$ cat config.mk
export PLATFORM = sky130hd
export DESIGN_NAME = uart_pixel_loader
export DESIGN_NICKNAME = d
export VERILOG_FILES = /design/src/rtl/pixl_pkg.sv /design/src/rtl/pixl_chk_acc.sv /design/src/rtl/uart_pixel_loader.sv
export SDC_FILE = /design/constraint.sdc
export NUM_CORES = 1
export LEC_CHECK = 0
export CAP_MARGIN = 20
export CORE_ASPECT_RATIO = 1.2
export CORE_MARGIN = 3
export CORE_UTILIZATION = 53
export CTS_CLUSTER_DIAMETER = 200
export DETAILED_ROUTE_END_ITERATION = 7
export PLACE_DENSITY = 0.78
export SYNTH_ARGS = -nofsm -noshare
export SYNTH_HDL_FRONTEND = slang
export SYNTH_HIERARCHICAL = 1
export SYNTH_SLANG_ARGS = --single-unit
export TNS_END_PERCENT = 5
$ cat constraint.sdc
create_clock -name clk -period 4.85 [get_ports clk]
set_clock_uncertainty 0.2 [all_clocks]
set_input_delay 1.2125 -clock clk [delete_from_list [all_inputs] [get_ports clk]]
set_output_delay 1.2125 -clock clk [all_outputs]
set_load 0.05 [all_outputs]
$ cat src/rtl/pixl_pkg.sv
// Shared types and constants for the UART pixel loader.
// Latency: n/a (package only).
// Backpressure: n/a (package only).
//
// Contents: parser state enum, response byte codes, default frame sync byte,
// and a helper that tells which states pop the RX FIFO.
package pixl_pkg;

    typedef enum logic [2:0] {
        IDLE      = 3'd0,
        GET_W     = 3'd1,
        GET_H     = 3'd2,
        PIXELS    = 3'd3,
        GET_CHK   = 3'd4,
        SEND_RESP = 3'd5
    } pixl_state_t;

    localparam logic [7:0] ACK               = 8'h06;
    localparam logic [7:0] NAK               = 8'h15;
    localparam logic [7:0] DEFAULT_SYNC_BYTE = 8'hA5;

    // Every state except SEND_RESP pulls bytes from the RX FIFO.
    function automatic logic is_consume_state(input pixl_state_t s);
        return (s == IDLE) || (s == GET_W) || (s == GET_H) ||
               (s == PIXELS) || (s == GET_CHK);
    endfunction

endpackage

$ cat src/rtl/pixl_chk_acc.sv
// 8-bit clear/accumulate checksum register (modulo-256 sum of pixel bytes).
// Latency: sum reflects an accumulated byte one cycle after acc_en.
// Backpressure: none; accumulates only when acc_en is high.
//
// Ports: clk, reset (active-low sync), clr (zero the sum), acc_en (add din),
//        din[7:0] (byte to add), sum[7:0] (running checksum).
module pixl_chk_acc (
    input  logic       clk,
    input  logic       reset,
    input  logic       clr,
    input  logic       acc_en,
    input  logic [7:0] din,
    output logic [7:0] sum
);

    always_ff @(posedge clk) begin
        if (!reset) begin
            sum <= 8'd0;
        end else if (clr) begin
            sum <= 8'd0;
        end else if (acc_en) begin
            sum <= sum + din;   // wraps modulo 256
        end
    end

endmodule

$ cat src/rtl/uart_pixel_loader.sv
// Parses framed image uploads from the UART RX FIFO into frame-buffer writes, replies ACK/NAK.
// Latency: pixel write 1 cycle after the byte is popped; response pushed the cycle after the last byte.
// Backpressure: pops only when RX FIFO non-empty; holds the response (no RX pops) while tx_full.
//
// Ports: clk, reset (active-low sync);
//        rx_empty/r_data/rd_uart   - show-ahead RX FIFO read side;
//        tx_full/wr_uart/w_data    - TX FIFO write side (w_data registered, holds last response);
//        pix_we/pix_addr/pix_data  - frame-buffer write port (row-major linear index);
//        frame_done (pulse with ACK), busy (not IDLE), err (sticky NAK flag).
// Build option: define PIXL_CHECKSUM_EN to expect and verify a trailing checksum byte;
//        without it, a frame ends after the last pixel and NAK is only for a zero dimension.
module uart_pixel_loader
    import pixl_pkg::*;
#(
    parameter int         ADDR_W    = 16,
    parameter logic [7:0] SYNC_BYTE = DEFAULT_SYNC_BYTE
) (
    input  logic              clk,
    input  logic              reset,
    input  logic              rx_empty,
    input  logic [7:0]        r_data,
    output logic              rd_uart,
    input  logic              tx_full,
    output logic              wr_uart,
    output logic [7:0]        w_data,
    output logic              pix_we,
    output logic [ADDR_W-1:0] pix_addr,
    output logic [7:0]        pix_data,
    output logic              frame_done,
    output logic              busy,
    output logic              err
);

    pixl_state_t state_q;
    logic [7:0]  width_q;
    logic [7:0]  height_q;
    logic [15:0] cnt_q;
    logic        err_q;

    logic        consume;
    logic        send;
    logic        sync_hit;
    logic [15:0] total;
    logic        last_pix;

    // Popping is gated by reset so the FIFO is never drained while held in reset.
    assign consume  = reset && !rx_empty && is_consume_state(state_q);
    assign send     = reset && (state_q == SEND_RESP) && !tx_full;
    assign sync_hit = consume && (state_q == IDLE) && (r_data == SYNC_BYTE);

    assign total    = {8'd0, width_q} * {8'd0, height_q};
    assign last_pix = (cnt_q == total - 16'd1);

    assign rd_uart    = consume;
    assign wr_uart    = send;
    // w_data already carries the response while in SEND_RESP.
    assign frame_done = send && (w_data == ACK);
    // The sticky flag must read 1 in the very cycle the NAK goes out.
    assign err        = err_q || (send && (w_data == NAK));
    assign busy       = (state_q != IDLE);

`ifdef PIXL_CHECKSUM_EN
    logic [7:0] chk_sum;

    pixl_chk_acc u_chk_acc (
        .clk    (clk),
        .reset  (reset),
        .clr    (sync_hit),
        .acc_en (consume && (state_q == PIXELS)),
        .din    (r_data),
        .sum    (chk_sum)
    );
`endif

    always_ff @(posedge clk) begin
        if (!reset) begin
            state_q  <= IDLE;
            width_q  <= 8'd0;
            height_q <= 8'd0;
            cnt_q    <= 16'd0;
            err_q    <= 1'b0;
            w_data   <= 8'd0;
            pix_we   <= 1'b0;
            pix_addr <= '0;
            pix_data <= 8'd0;
        end else begin
            pix_we <= 1'b0;

            if (send && (w_data == NAK)) begin
                err_q <= 1'b1;
            end

            case (state_q)
                IDLE: begin
                    // Non-sync bytes are popped and dropped.
                    if (sync_hit) begin
                        err_q   <= 1'b0;
                        cnt_q   <= 16'd0;
                        state_q <= GET_W;
                    end
                end

                GET_W: begin
                    if (consume) begin
                        width_q <= r_data;
                        state_q <= GET_H;
                    end
                end

                GET_H: begin
                    if (consume) begin
                        height_q <= r_data;
                        if ((width_q == 8'd0) || (r_data == 8'd0)) begin
                            w_data  <= NAK;
                            state_q <= SEND_RESP;
                        end else begin
                            state_q <= PIXELS;
                        end
                    end
                end

                PIXELS: begin
                    if (consume) begin
                        pix_we   <= 1'b1;
                        pix_addr <= ADDR_W'(cnt_q);
                        pix_data <= r_data;
                        cnt_q    <= cnt_q + 16'd1;
                        if (last_pix) begin
`ifdef PIXL_CHECKSUM_EN
                            state_q <= GET_CHK;
`else
                            w_data  <= ACK;
                            state_q <= SEND_RESP;
`endif
                        end
                    end
                end

                GET_CHK: begin
`ifdef PIXL_CHECKSUM_EN
                    if (consume) begin
                        w_data  <= (r_data == chk_sum) ? ACK : NAK;
                        state_q <= SEND_RESP;
                    end
`else
                    state_q <= IDLE;
`endif
                end

                SEND_RESP: begin
                    if (!tx_full) begin
                        state_q <= IDLE;
                    end
                end

                default: state_q <= IDLE;
            endcase
        end
    end

endmodule

==> metrics.md, run 1 <==
| Metric | Value |
|---|---|
| RSZ-0062 raised after global routing | `true` |
| Vias in the first global route | `4423` |
| Final-report hold violation count | `0` |
| Synthesized area | `0.00502 sq mm` |
| Critical path's slowest cell | `fa_1` |
| Slew Limit Fails | `0` |
| Reg2Reg Setup Slack | `-0.04 ns` |
| Worst slew pin tran | `0.724 ns` |
| Worst-path cell chain | `buf_6 > nand2_1 > fa_1 > fa_1 > fa_1 > fa_1 > inv_1 > ha_4 > nand4_1 > and2_4 > o211ai_1 > o311ai_2 > a2111o_1 > o31ai_2 > a21oi_1` |
| Largest net degree at the start of global routing | `49` |
| Top cells by area, synth | `dfxtp_1 26%, fa_1 16%, nand2_1 12%` |
| Final ANT Viol Nets | `0` |
| Area fraction of the dominant cell type after synthesis | `25.5%` |
| Hold path endpoint | `pix_data[6]$_SDFFE_PN0P_` |
| Most used cell, CP | `fa_1` |
| Mapped Cells | `623` |
| Core area | `0.00913 sq mm` |
| Post-detail-place hpwl | `9530 um` |
| Max cap viols | `0` |
| Hold Path Class | `reg2reg` |
| Die Area | `0.0107 sq mm` |
| H-tree Lvls | `3` |
| CTS Root Cell | `clkbuf_8` |
| Clock sinks | `64` |
| Top FF cell, synth | `dfxtp_1` |
| Async SR Flop Fraction | `0%` |
| Critical Path End Type | `flip-flop` |
| Leak pwr | `2.71 nW` |
| Worst-Skew Late Latency | `0.36 ns` |
| Minimum clock period | `4.89 ns` |
| Pre-CTS setup slack | `-0.242 ns` |
| Max transition margin | `51.4%` |
| Critical path's top delay family | `adder cells` |
| Worst-path fanout max | `6` |
| Hold buffer count at CTS | `0` |
| Diode count | `0` |
| Post-synthesis register bit count | `64` |
| Initial antenna violation count | `0` |
| Yosys warnings | `6` |
| Worst reg2reg path startpoint | `width_q[5]$_SDFFE_PN0P_` |
| IO Count | `50` |
| Filler Cells Inserted | `720` |
| Fin worst setup slack | `-0.0413 ns` |
| Total gr overflow | `0` |
| Status | `finished with violations` |
| Drt drc | `0` |
| Finished Cell Area | `0.00642 sq mm` |
| Crit share post-route | `101%` |
| Area taken by multi-input logic gates | `0.00356 sq mm` |
| Peak VDD IR | `0.227 mV` |
| Non-Filler Instances | `833` |
| Sequential cell area | `0.00132 sq mm` |
| Area leader, netlist | `dfxtp_1` |
| Reg2Reg Depth | `15` |
| Post-DP Area | `0.00589 sq mm` |
| Setup_tns | `-0.0702 ns` |
| Via count | `4509` |
| Pwr Density | `161 mW/mm^2` |
| Share of cells above drive strength 1 | `20.2%` |
| Total GRT Usage | `23.8%` |
| Post-synthesis sequential area ratio | `25.5%` |
| Critical Path Start Type | `flip-flop` |
| Distinct cell type count of the synthesized netlist | `52` |
| Data required, critical path | `4.89 ns` |
| Final net count | `801` |
| Hold path startpoint | `pix_data[6]$_SDFFE_PN0P_` |
| CTS tree | `yes` |
| Clock Path Buffers | `2` |
| Violated checks | `negative setup slack` |
| Dpl cells | `805` |
| Row count | `38` |
| Chip width | `94.8 um` |
| Reg clk slew, reported paths | `0.08 ns` |
| WP data arrival | `4.93 ns` |
| Final Power | `1.03 mW` |
| CP peak stage delay | `0.56 ns` |
| Drt via density | `5.41` |
| Initial Util | `55.0%` |
| Highest Clock Rate | `204 MHz` |
| Area delta synth->final | `28.0%` |
| Initial DRC Count | `292` |
| DIE HEIGHT | `113 um` |
| Clock buffer count from CTS | `9` |
| Worst r2r dst | `w_data[0]$_SDFFE_PN0P_` |
| Syn avg cell area | `8.05 sq um` |
| Routability-driven placement congestion ratio | `0.905` |
| # setup viols final | `4` |
| Cells on Worst Hold Path | `2` |
| Crit Path Class | `reg2reg` |
| Synth cell count leaders | `158 x nand2_1, 64 x dfxtp_1, 54 x inv_1, 41 x fa_1, 40 x ha_1` |
| Routed wire length | `12500 um` |
| Number of synthesized flops with an enable pin | `0` |
| Buf/Inv on CP | `2` |
| Drt first pass iters | `5` |
| Routed length per placed instance | `15.0 um` |
| Most common cell in the synthesized netlist | `nand2_1` |
| First-pass GRT wire length | `20300 um` |
| IO Port Bufs | `45` |
[sequential cells by signal (all words and copies together) (netlist names), 3 cells and up]
register  flops
w_data        3
height_q      8
width_q       8
state_q       3
cnt_q        16
pix_data      8
pix_addr     16
[worst min-delay path, cell delays in order, from the launching register on]
cell and delay (ns):
dfxtp_1 0.31, nand3_1 0.06, nand2_1 0.05
[report_power, final]
| group | switching, mW | internal, mW | total [mW] | leakage [nW] |
|---|---|---|---|---|
| clock | 0.231 | 0.242 | 0.474 | 0.101 |
| sequential | 0.000188 | 0.519 | 0.520 | 0.525 |
| combinational | 0.0260 | 0.0125 | 0.0386 | 2.09 |
[worst max path at each step]
stage | startpoint | to | slack, ns | depth (start not counted)
CTS | height_q[5]$_SDFFE_PN0P_ | w_data[0]$_SDFFE_PN0P_ | 0.002 | 15
finish | width_q[5]$_SDFFE_PN0P_ | w_data[0]$_SDFFE_PN0P_ | -0.04 | 15
floorplan | width_q[4]$_SDFFE_PN0P_ | w_data[0]$_SDFFE_PN0P_ | -0.09 | 18
detailed placement | height_q[4]$_SDFFE_PN0P_ | state_q[2]$_SDFFE_PN0P_ | -0.24 | 15
global route | width_q[5]$_SDFFE_PN0P_ | w_data[0]$_SDFFE_PN0P_ | -0.23 | 15
global placement | height_q[4]$_SDFFE_PN0P_ | w_data[0]$_SDFFE_PN0P_ | -0.11 | 15
[layout by cell type, fill, tap and decap left out, types with 5 or more instances in the layout]
master           instances
clkdlybuf4s50_1         41
xnor2_1                 17
ha_1                    34
fa_1                    37
dfxtp_1                 51
inv_1                   51
or3_1                    5
a21o_1                   5
nand4_1                  6
xor2_1                  14
o21ai_0                 26
buf_4                   64
a21oi_1                 15
nand3_1                 29
nand2_1                155
and2_1                  12
nor2_1                  26
ha_4                     5
dfxtp_4                 10
nor3_1                   5
clkbuf_8                 9
[layout make-up]
| type | instances | share of cell area, % |
|---|---|---|
| multi-input cells | 468 | 55.4 |
| clock inverters | 7 | 1.21 |
| well taps | 120 | 2.34 |
| flip-flops and latches | 64 | 20.6 |
| repair buffers | 110 | 15.3 |
| clock buffers | 9 | 1.93 |
| inverters | 55 | 3.22 |
[metrics by stage]
stage	hold slack (ns)	util (%)
CTS	0.263	67.8
detailed placement	0.246	64.6
global route	0.275	70.3
floorplan	0.255	-
finish	0.258	70.3
global placement	0.242	64.6
[layer usage]
layer	vias up	track usage (%)	part of all wire [%]	wire (um)
met1	2163	31.4	41	5190
met5	-	0	0	0
met2	117	39.5	51	6410
met3	27	3.22	5.2	646
li1	2202	-	-	-
met4	0	8.95	2.2	274
[cells by family (layout without fill, tap and decap cells)]
logic type	after synthesis	count (layout)	synth area share, %
simple gates	269	269	24.0
buf+inv	94	181	7.93
fa+ha+maj	81	81	26.3
compound gates	79	79	9.93
flops	64	64	25.5
xor+xnor	33	33	5.76
mux	2	2	0.399
other cells	1	4	0.0747
[timing repair]
item	in CTS	in global routing
buffers inserted	4	8
gates resized for setup	25	43
endpoints found under the setup margin	5	5
pin swaps	21	31
No activity file was read; power rests on OpenSTA's default activity.
==> run 2, diff against run 1 <==
- GPL_TIMING_DRIVEN: unset -> 1
- clock period: 4.85 -> 4.5 ns (I/O delays scaled with it)
==> run 2 against run 1 <==
Against the previous run:
- the flow still finishes with violations (negative setup slack)
- fmax shrank 0.76%
- wire length fell by 0.17%
- sequential cell count unchanged
- sequential share of layout area hardly changed
- first-iteration DRC count rose by 10%
- critical path type unchanged
- critical endpoint unchanged
- largest power group is now clock
==> metrics.md, run 2 (synthesis gave the netlist of run 1 again) <==
| Metric | Value |
|---|---|
| Status | `finished with violations (unchanged)` |
| Violated checks | `negative setup slack (unchanged)` |
| Routed length per placed instance | `15.0 um (about the same)` |
| Share of cells above drive strength 1 | `17.9% (was 20.2%)` |
| Worst-Skew Late Latency | `0.35 ns (was 0.36 ns)` |
| Initial antenna violation count | `0 (unchanged)` |
| Initial Util | `55.0% (unchanged)` |
| Reg clk slew, reported paths | `0.08 ns (about the same)` |
| Final core utilization | `70.1% (was 70.3%)` |
| Total GRT Usage | `25.0% (was 23.8%)` |
| Critical Path End Type | `flip-flop (unchanged)` |
| Slew Limit Fails | `0 (unchanged)` |
| Drt drc | `0 (unchanged)` |
| Clock sinks | `64 (unchanged)` |
| Hold path startpoint | `pix_addr[5]$_SDFFE_PN0P_ (was pix_data[6]$_SDFFE_PN0P_)` |
| Clock network fraction of total power | `50.3% (was 45.9%)` |
| Pre-CTS setup slack | `-0.592 ns (was -0.242 ns)` |
| Clock Path Buffers | `2 (unchanged)` |
| Total gr overflow | `0 (unchanged)` |
| Reg2Reg Depth | `14 (was 15)` |
| CP peak stage delay | `0.57 ns (was 0.56 ns)` |
| Die Area | `0.0107 sq mm (unchanged)` |
| Peak VDD IR | `0.248 mV (was 0.227 mV)` |
| Critical Path Start Type | `flip-flop (unchanged)` |
| Cells on Worst Hold Path | `2 (unchanged)` |
| Most used cell, CP | `fa_1 (unchanged)` |
| Largest net degree at the start of global routing | `49 (unchanged)` |
| # setup viols final | `5 (was 4)` |
| CTS tree | `yes (unchanged)` |
| Leak pwr | `2.70 nW (was 2.71 nW)` |
| Drt first pass iters | `5 (unchanged)` |
| Minimum clock period | `4.93 ns (was 4.89 ns)` |
| WP data arrival | `4.96 ns (was 4.93 ns)` |
| Switching share of power | `22.2% (was 25.0%)` |
| Switch Pwr | `270 uW (was 258 uW)` |
| Commonest non-fill, non-tap cell in the layout | `nand2_1 (unchanged)` |
| Sequential Power Share | `46.3% (was 50.4%)` |
| H-tree Lvls | `3 (unchanged)` |
| Pwr Density | `190 mW/mm^2 (was 161 mW/mm^2)` |
| IO Count | `50 (unchanged)` |
| Filler Cells Inserted | `744 (was 720)` |
| Finished Cell Area | `0.00639 sq mm (was 0.00642 sq mm)` |
| Worst-path fanout max | `6 (unchanged)` |
| Top flop regs | `cnt_q: 16 flops, pix_addr: 16 flops (unchanged)` |
| Commonest non-fill, non-tap cells in the layout | `156 x nand2_1, 61 x buf_4, 52 x inv_1, 51 x dfxtp_1, 41 x clkdlybuf4s50_1 (was 155 x nand2_1, 64 x buf_4, 51 x inv_1, 51 x dfxtp_1, 41 x clkdlybuf4s50_1)` |
| Via count | `4467 (was 4509)` |
| Hold path endpoint | `pix_addr[5]$_SDFFE_PN0P_ (was pix_data[6]$_SDFFE_PN0P_)` |
| Worst reg2reg path startpoint | `width_q[5]$_SDFFE_PN0P_ (unchanged)` |
| Chip width | `94.8 um (unchanged)` |
| Final-report hold violation count | `0 (unchanged)` |
| Worst slew pin tran | `0.691 ns (was 0.724 ns)` |
| Reg2Reg Setup Slack | `-0.43 ns (was -0.04 ns)` |
| Max transition margin | `53.7% (was 51.4%)` |
| Crit Path Class | `reg2reg (unchanged)` |
| CTS Root Cell | `clkbuf_8 (unchanged)` |
| Final ANT Viol Nets | `0 (unchanged)` |
| Max cap viols | `0 (unchanged)` |
| Worst-path cell chain | `nand2_1 > fa_1 > fa_1 > fa_1 > fa_1 > inv_1 > ha_4 > or2_2 > a41o_1 > buf_4 > a31o_2 > a2111o_1 > o31ai_2 > a21oi_1 (was buf_6 > nand2_1 > fa_1 > fa_1 > fa_1 > fa_1 > inv_1 > ha_4 > nand4_1 > and2_4 > o211ai_1 > o311ai_2 > a2111o_1 > o31ai_2 > a21oi_1)` |
| Critical path's slowest cell | `fa_1 (unchanged)` |
| Data required, critical path | `4.53 ns (was 4.89 ns)` |
| Highest Clock Rate | `203 MHz (was 204 MHz)` |
| Hold buffer count at CTS | `0 (unchanged)` |
| Core area | `0.00913 sq mm (unchanged)` |
| Row count | `38 (unchanged)` |
| Hold Path Class | `reg2reg (unchanged)` |
| Drt via density | `5.38 (was 5.41)` |
| Final net count | `799 (was 801)` |
| Post-detail-place hpwl | `9720 um (was 9530 um)` |
| Buf/Inv on CP | `2 (unchanged)` |
| Worst r2r dst | `w_data[0]$_SDFFE_PN0P_ (unchanged)` |
| Cell Int Power | `943 uW (was 774 uW)` |
| Comb pwr share | `3.4% (was 3.7%)` |
| RSZ-0062 raised after global routing | `true (unchanged)` |
| Diode count | `0 (unchanged)` |
| Initial DRC Count | `322 (was 292)` |
| Area delta synth->final | `27.5% (was 28.0%)` |
| Critical path's top delay family | `adder cells (unchanged)` |
| Routability-driven placement congestion ratio | `0.879 (was 0.905)` |
| Vias in the first global route | `4439 (was 4423)` |
| Post-DP Area | `0.00597 sq mm (was 0.00589 sq mm)` |
| IO Port Bufs | `45 (unchanged)` |
| Fin worst setup slack | `-0.429 ns (was -0.0413 ns)` |
| Clock buffer count from CTS | `9 (unchanged)` |
| Routed wire length | `12500 um (about the same)` |
| Crit share post-route | `110% (was 101%)` |
| First-pass GRT wire length | `21100 um (was 20300 um)` |
| DIE HEIGHT | `113 um (unchanged)` |
[run 2: cell count changes in the layout (fill, tap and decap cells not counted), moves of 2 or more]
cell / previous run / this run
buf_4: 64 / 61
bufinv_16: 1 / 3
a21oi_2: 3 / 1
o21ai_0: 26 / 28
a211oi_2: 2 / 0
dfxtp_2: 3 / 5
dfxtp_4: 10 / 8
o21ai_2: 3 / 0
a211oi_1: 1 / 3
inv_6: 3 / 0
nor4b_2: 3 / 1
buf_12: 4 / 6
a21oi_1: 15 / 17
[run 2: power by group through the flow]
| stage | sequential [mW] | combinational [mW] | clock, mW |
|---|---|---|---|
| global placement | 0.579 | 0.0409 | 0 |
| floorplan | 0.579 | 0.0240 | 0 |
| CTS | 0.562 | 0.0413 | 0.614 |
| global route | 0.561 | 0.0444 | 0.641 |
| finish | 0.561 | 0.0418 | 0.610 |
| detailed placement | 0.579 | 0.0411 | 0 |
[run 2: how the worst max path moves through the flow]
stage	cells past startpoint	slack, ns	startpoint	endpoint
floorplan	18	-0.27	width_q[3]$_SDFFE_PN0P_	w_data[0]$_SDFFE_PN0P_
global placement	14	-0.54	height_q[5]$_SDFFE_PN0P_	w_data[0]$_SDFFE_PN0P_
detailed placement	15	-0.59	height_q[5]$_SDFFE_PN0P_	w_data[0]$_SDFFE_PN0P_
CTS	16	-0.34	height_q[3]$_SDFFE_PN0P_	w_data[0]$_SDFFE_PN0P_
global route	16	-0.56	width_q[5]$_SDFFE_PN0P_	w_data[0]$_SDFFE_PN0P_
finish	14	-0.43	width_q[5]$_SDFFE_PN0P_	w_data[0]$_SDFFE_PN0P_
[run 2: timing repair]
action                                  CTS  global route
pin swaps                                20            15
endpoints found under the setup margin    5             5
endpoints found under the hold margin     0             0
buffers inserted                          2             3
resized for setup                        33            12
[run 2: routing by layer]
| metal | part of all wire, % | up-vias | global-route usage (%) |
|---|---|---|---|
| met3 | 3.9 | 20 | 3.82 |
| li1 | - | 2199 | - |
| met2 | 50 | 120 | 41.0 |
| met5 | 0 | - | 0 |
| met1 | 44 | 2128 | 33.5 |
| met4 | 2.1 | 0 | 8.37 |
[run 2: final cells by class]
| class | instances | area (sq um) | area share, % |
|---|---|---|---|
| Clock buffer | 9 | 124 | 1.94 |
| Clock inverter | 7 | 120 | 1.88 |
| Inverter | 55 | 206 | 3.23 |
| Multi-Input combinational cell | 468 | 3490 | 54.5 |
| Sequential cell | 64 | 1320 | 20.6 |
| Tap cell | 120 | 150 | 2.35 |
| Timing Repair Buffer | 108 | 988 | 15.5 |
[run 2: stage by stage]
step / TNS, ns / cells / power (mW) / hold WS (ns)
floorplan: -1.17 / 626 / 0.603 / 0.255
global placement: -2.61 / 810 / 0.620 / 0.241
detailed placement: -2.74 / 810 / 0.620 / 0.249
CTS: -1.58 / 828 / 1.22 / 0.260
global route: -2.58 / 831 / 1.25 / 0.281
finish: -1.88 / 831 / 1.21 / 0.259
[run 2: worst min-delay path, cell delays in order, from the launching register on]
cell	delay [ns]
dfxtp_1	0.31
nand3_1	0.06
nand2_1	0.05
